==> src/rtl/button_conditioner.sv <==
// button_conditioner: synchronises and debounces the raw push-buttons and the
// mode switch bank, producing one-cycle press pulses, a debounced button
// level, and a mode value that only changes once the switches have settled.

// Per-button debounce FSM.
//   state        | meaning
//   IDLE         | button released and accepted as released
//   PRESS_WAIT   | sync went high, counting stable-high cycles
//   PRESSED      | press accepted, pulse already issued
//   RELEASE_WAIT | sync went low, counting stable-low cycles
module button_debounce #(
  parameter int DB_CYCLES = 1000000,
  parameter int CNT_W     = $clog2(DB_CYCLES)
) (
  input  logic CLK,
  input  logic clear_n,
  input  logic sync,
  output logic pulse,
  output logic level
);

  localparam logic [1:0] IDLE         = 2'd0;
  localparam logic [1:0] PRESS_WAIT   = 2'd1;
  localparam logic [1:0] PRESSED      = 2'd2;
  localparam logic [1:0] RELEASE_WAIT = 2'd3;

  localparam logic [CNT_W-1:0] CNT_MAX = CNT_W'(DB_CYCLES - 1);

  logic [1:0]       state_q, state_d;
  logic [CNT_W-1:0] cnt_q, cnt_d;
  logic             pulse_d;

  // Next-state, counter and pulse decode; counters restart on every entry
  // into a wait state and stop at CNT_MAX by leaving that state.
  always_comb begin
    state_d = state_q;
    cnt_d   = cnt_q;
    pulse_d = 1'b0;
    case (state_q)
      IDLE: begin
        if (sync) begin
          state_d = PRESS_WAIT;
          cnt_d   = '0;
        end
      end
      PRESS_WAIT: begin
        if (!sync) begin
          state_d = IDLE;
        end else if (cnt_q == CNT_MAX) begin
          state_d = PRESSED;
          pulse_d = 1'b1;
        end else begin
          cnt_d = cnt_q + 1'b1;
        end
      end
      PRESSED: begin
        if (!sync) begin
          state_d = RELEASE_WAIT;
          cnt_d   = '0;
        end
      end
      RELEASE_WAIT: begin
        if (sync) begin
          state_d = PRESSED;
        end else if (cnt_q == CNT_MAX) begin
          state_d = IDLE;
        end else begin
          cnt_d = cnt_q + 1'b1;
        end
      end
      default: begin
        state_d = IDLE;
        cnt_d   = '0;
      end
    endcase
  end

  // State, counter and registered pulse; reset drops any in-flight pulse.
  always_ff @(posedge CLK or negedge clear_n) begin
    if (!clear_n) begin
      state_q <= IDLE;
      cnt_q   <= '0;
      pulse   <= 1'b0;
    end else begin
      state_q <= state_d;
      cnt_q   <= cnt_d;
      pulse   <= pulse_d;
    end
  end

  // The button counts as down once accepted, until the release is accepted.
  always_comb begin
    level = (state_q == PRESSED) || (state_q == RELEASE_WAIT);
  end

endmodule

module button_conditioner #(
  parameter int DB_CYCLES = 1000000
) (
  input  logic       CLK,
  input  logic       clear_n,
  input  logic       btn_next_raw,
  input  logic       btn_clear_raw,
  input  logic [2:0] sw_ms_raw,
  output logic       next_pulse,
  output logic       clear_pulse,
  output logic       next_level,
  output logic [2:0] MS_db
);

  localparam int CNT_W = $clog2(DB_CYCLES);
  localparam logic [CNT_W-1:0] CNT_MAX = CNT_W'(DB_CYCLES - 1);

  // Bit order: {sw_ms[2:0], clear, next}.
  logic [4:0] meta_q, sync_q;
  logic [2:0] ms_sync;
  logic [2:0] cand_q;
  logic [CNT_W-1:0] mode_cnt_q;
  logic clear_level;

  // Two-flop synchroniser for every raw input.
  always_ff @(posedge CLK or negedge clear_n) begin
    if (!clear_n) begin
      meta_q <= '0;
      sync_q <= '0;
    end else begin
      meta_q <= {sw_ms_raw, btn_clear_raw, btn_next_raw};
      sync_q <= meta_q;
    end
  end

  assign ms_sync = sync_q[4:2];

  button_debounce #(.DB_CYCLES(DB_CYCLES), .CNT_W(CNT_W)) u_next (
    .CLK     (CLK),
    .clear_n (clear_n),
    .sync    (sync_q[0]),
    .pulse   (next_pulse),
    .level   (next_level)
  );

  button_debounce #(.DB_CYCLES(DB_CYCLES), .CNT_W(CNT_W)) u_clear (
    .CLK     (CLK),
    .clear_n (clear_n),
    .sync    (sync_q[1]),
    .pulse   (clear_pulse),
    .level   (clear_level)
  );

  // Mode filter: the whole 3-bit word is tracked as one candidate, so any bit
  // change restarts the count and MS_db never shows a mixed value.
  always_ff @(posedge CLK or negedge clear_n) begin
    if (!clear_n) begin
      cand_q     <= 3'b000;
      mode_cnt_q <= '0;
      MS_db      <= 3'b000;
    end else if (ms_sync != cand_q) begin
      cand_q     <= ms_sync;
      mode_cnt_q <= '0;
    end else if (cand_q != MS_db) begin
      if (mode_cnt_q == CNT_MAX) begin
        MS_db      <= cand_q;
        mode_cnt_q <= '0;
      end else begin
        mode_cnt_q <= mode_cnt_q + 1'b1;
      end
    end
  end

  // The clear level has no consumer; fold it in so it is visibly used.
  logic unused_ok;
  assign unused_ok = clear_level;

endmodule
==> config.mk <==
export PLATFORM = sky130hd
export DESIGN_NAME = button_conditioner
export DESIGN_NICKNAME = d
export VERILOG_FILES = /design/src/rtl/button_conditioner.sv
export SDC_FILE = /design/constraint.sdc
export NUM_CORES = 1
export LEC_CHECK = 0
export BUFFER_PORTS_ARGS = -buffer_cell sky130_fd_sc_hd__buf_2
export CAP_MARGIN = 0
export CORE_MARGIN = 2
export CORE_UTILIZATION = 40
export CTS_CLUSTER_DIAMETER = 100
export CTS_CLUSTER_SIZE = 12
export DETAILED_ROUTE_END_ITERATION = 12
export HOLD_SLACK_MARGIN = 0.05
export PLACE_DENSITY = 0.6
export REMOVE_ABC_BUFFERS = 1
export SYNTH_ARGS = -nofsm -noshare
export SYNTH_HDL_FRONTEND = slang
export SYNTH_SLANG_ARGS = --single-unit
==> constraint.sdc <==
create_clock -name CLK -period 3.25 [get_ports CLK]
set_input_delay 0.325 -clock CLK [delete_from_list [all_inputs] [get_ports CLK]]
set_output_delay 0.325 -clock CLK [all_outputs]
set_load 0.01 [all_outputs]
==> flow_metrics.env <==
export IMPL_drc_errors=0
export IMPL_power_internal_mw=1.527
export IMPL_grt_start_max_net_pins=83
export IMPL_ys_flop_type="dfrtp_1"
export IMPL_routedWlPerCell_um=14.44
export IMPL_fin_skew_ns=0.01031
export IMPL_drive_gt1_share_pct=12.05
export IMPL_grt_use_total_pct=16.30
export IMPL_power_density_mw_per_mm2=439.1
export IMPL_die_h_um=106.5
export IMPL_slew_viol_final=0
export IMPL_die_area_sq_mm=0.01134
export IMPL_routed_wl_um=8319
export IMPL_synthesis_area_sq_mm=0.004203
export IMPL_fin_nets=445
export IMPL_maxSlewHeadroom_pct=30.34
export IMPL_ir_drop_v=0.0003155
export IMPL_via_per_inst=5.543
export IMPL_finalSetupTns_ns=0
export IMPL_overflow=0
export IMPL_synth_cells=426
export IMPL_cts_tree="yes"
export IMPL_gp_congestion=0.7539
export IMPL_required_ns=3.54
export IMPL_first_pass_iters=4
export IMPL_power_switching_mw=0.5075
export IMPL_post_cts_buffers=0
export IMPL_syn_avg_cell_area_sq_um=9.866
export IMPL_holdPathStages=1
export IMPL_fin_crit_sh_pct=70.56
export IMPL_combinationalPowerShare_pct=5.3
export IMPL_rows=37
export IMPL_worst_pin_slew_ns=1.045
export IMPL_insertedDiodeCount=0
export IMPL_core_area_sq_mm=0.01028
export IMPL_async_flop_share_pct=100.0
export IMPL_sw_frac_of_total_pct=24.94
export IMPL_period_needed_ns=2.293
export IMPL_clock_latency_ns=0.37
export IMPL_synth_edf_count=0
export IMPL_drt_initial_drc_count=186
export IMPL_critPathMaxFanout=16
export IMPL_hold_start="btn_next_raw"
export IMPL_ys_seq_elements=82
export IMPL_r2r_end="u_next.cnt_q[10]"
export IMPL_cp_arrival_ns=2.58
export IMPL_crit_type="flip-flop to flip-flop"
export IMPL_ctsLongestPathBuffers=2
export IMPL_reg2reg_from="u_next.cnt_q[0]"
export IMPL_start_util_pct=40.89
export IMPL_antenna_found_initial=0
export IMPL_final_core_util_pct=45.08
export IMPL_start_kind="flip-flop"
export IMPL_endpoint_kind="flip-flop"
export IMPL_place_hpwl_um=5309
export IMPL_clk_pin_slew_ns=0.09
export IMPL_grt_pass1_vias=3114
export IMPL_rsz0062_at_grt="false"
export IMPL_hold_ws_ns=0.07589
export IMPL_numCtsBuffers=9
export IMPL_root_buffer="clkbuf_8"
export IMPL_num_vias=3193
export IMPL_max_freq_mhz=436.1
export IMPL_p_seq_share_pct=53.0
export IMPL_drv_cap=0
export IMPL_fin_ws_ns=0.9567
export IMPL_area_delta_synth_final_pct=10.24
export IMPL_place_ws_ns=1.006
export IMPL_leakage_nw=1.994
export IMPL_hold_path_class="input port to flip-flop"
export IMPL_r2r_slack_ns=0.96
export IMPL_setup_violations=0
export IMPL_clkSinkCount=82
export IMPL_reg2regPathDepth=6
export IMPL_port_buffers=12
export IMPL_final_cells=576
export IMPL_place_inst=556
export IMPL_hold_viol_final=0
export IMPL_holdPathEnd="meta_q[0]"
export IMPL_power_frac_clock_pct=41.7
export IMPL_outcome="completed"
export IMPL_ys_seq_area_share_pct=48.82
export IMPL_dieWidth_um=106.5
export IMPL_grt_first_pass_wirelength_um=14760
export IMPL_yosysWarnings=0
export IMPL_pin_count=13
export IMPL_cts_htree_levels=3
export IMPL_ant_nets=0
export IMPL_post_synth_num_cell_types=55
-- power groups by stage --
stage	Sequential [mW]	Combinational [mW]	Clock, mW
floorplan	1.09	0.0659	0
global placement	1.10	0.105	0
detailed placement	1.10	0.108	0
CTS	1.08	0.112	0.874
global route	1.08	0.126	0.920
finish	1.08	0.109	0.848
-- cells in the final DEF (no fill, tap or decap), drive strengths merged, types with 7 or more instances in the layout --
master / count
a41oi: 7
a22o: 13
nor3: 7
o21ai: 14
a31oi: 17
clkbuf: 9
buf: 16
mux2: 13
and3: 10
xnor2: 7
a21oi: 16
inv: 11
nand2: 49
nand4: 9
and4: 8
dfrtp: 82
nor2: 31
nand3: 33
xor2: 14
-- worst max-delay path by stage --
stage	startpoint	to	slack [ns]	cells after the start
final	u_next.cnt_q[0]	u_next.cnt_q[10]	0.96	6
after floorplan	flip-flop	u_clear.cnt_q[12]	0.77	4
after global placement	u_clear.cnt_q[0]	u_clear.cnt_q[6]	1.05	6
after CTS	u_next.cnt_q[0]	u_next.cnt_q[10]	0.98	6
after detailed placement	u_next.cnt_q[0]	u_next.cnt_q[5]	1.01	6
after global routing	u_next.cnt_q[0]	u_next.cnt_q[10]	0.75	6
-- flip-flops by register name (all words and copies together) (netlist names), named ones only --
register	count
u_clear.pulse	1
MS_db	3
u_clear.state_q	1
cand_q	3
u_next.cnt_q	20
u_clear.cnt_q	20
u_next.state_q	1
mode_cnt_q	20
sync_q	5
meta_q	5
u_next.pulse	1
-- routing by layer --
metal  GRT usage, %  share of wire (%)  vias up
met4          5.659                1.3        0
met1          21.19                 49     1552
met5              0                  0        -
met2          25.60                 46       40
met3          5.395                3.4        8
li1               -                  -     1593
-- critical path, cell delays in order (launching register included) --
cell and delay, ns:
dfrtp_1 0.40, ha_1 0.19, nand3_1 0.19, nand4bb_1 0.31, o21ai_1 0.77, o21ai_0 0.22, a21oi_1 0.15
-- final cells by class --
class	instances	area, sq um
multi-input cells	313	2019
well taps	136	170.2
fillers	972	5644
inverters	9	33.78
clock inverters	7	101.3
flip-flops and latches	82	2052
repair buffers	20	132.6
clock buffers	9	123.9
-- cell usage after synthesis, types with 2 or more instances --
cell | count | share of area [%]
and2_1 | 6 | 0.89
mux2_2 | 12 | 3.2
and3_4 | 2 | 0.54
nor3_1 | 7 | 0.83
inv_1 | 9 | 0.80
o211ai_1 | 5 | 0.89
buf_4 | 3 | 0.54
a31oi_1 | 17 | 2.5
a22o_1 | 13 | 2.7
and4_1 | 8 | 1.7
and3_1 | 8 | 1.2
nor3b_1 | 3 | 0.54
xor2_1 | 14 | 2.9
or4b_1 | 5 | 1.2
o21ai_1 | 2 | 0.24
nor4b_1 | 6 | 1.3
nand2_1 | 49 | 4.4
a41oi_1 | 7 | 1.5
or4_1 | 5 | 0.89
xnor2_1 | 7 | 1.5
dfrtp_1 | 82 | 49
buf_2 | 3 | 0.36
ha_1 | 3 | 0.89
or3_1 | 5 | 0.74
o21a_1 | 2 | 0.36
nor4_1 | 3 | 0.45
nand3_1 | 33 | 3.9
o21ai_0 | 12 | 1.4
nand2b_1 | 4 | 0.60
a21oi_1 | 16 | 1.9
nor2_1 | 31 | 2.8
clkbuf_1 | 14 | 1.3
nand4_1 | 8 | 1.2
-- cells by family (layout without fill, tap and decap cells) --
kind of cell | after synthesis | after routing | share of synthesized area (%)
multiplexers | 14 | 14 | 3.811
AND/OR/NAND/NOR | 190 | 190 | 24.92
XOR/XNOR | 21 | 21 | 4.376
buffers and inverters | 31 | 45 | 3.304
AO/OA/AOI/OAI | 85 | 85 | 13.87
adder cells (fa/ha/maj) | 3 | 3 | 0.8932
flip-flops | 82 | 82 | 48.82
-- metrics by stage --
stage / area, sq um / power (mW)
global placement: 4368 / 1.201
CTS: 4633 / 2.064
detailed placement: 4368 / 1.206
finish: 4633 / 2.035
floorplan: 4098 / 1.155
global route: 4633 / 2.129
-- timing repair --
item,CTS,global route
hold endpoints to repair,4,0
resized for setup,0,0
hold buffers,4,0
Power figures use the tool's default switching activity.
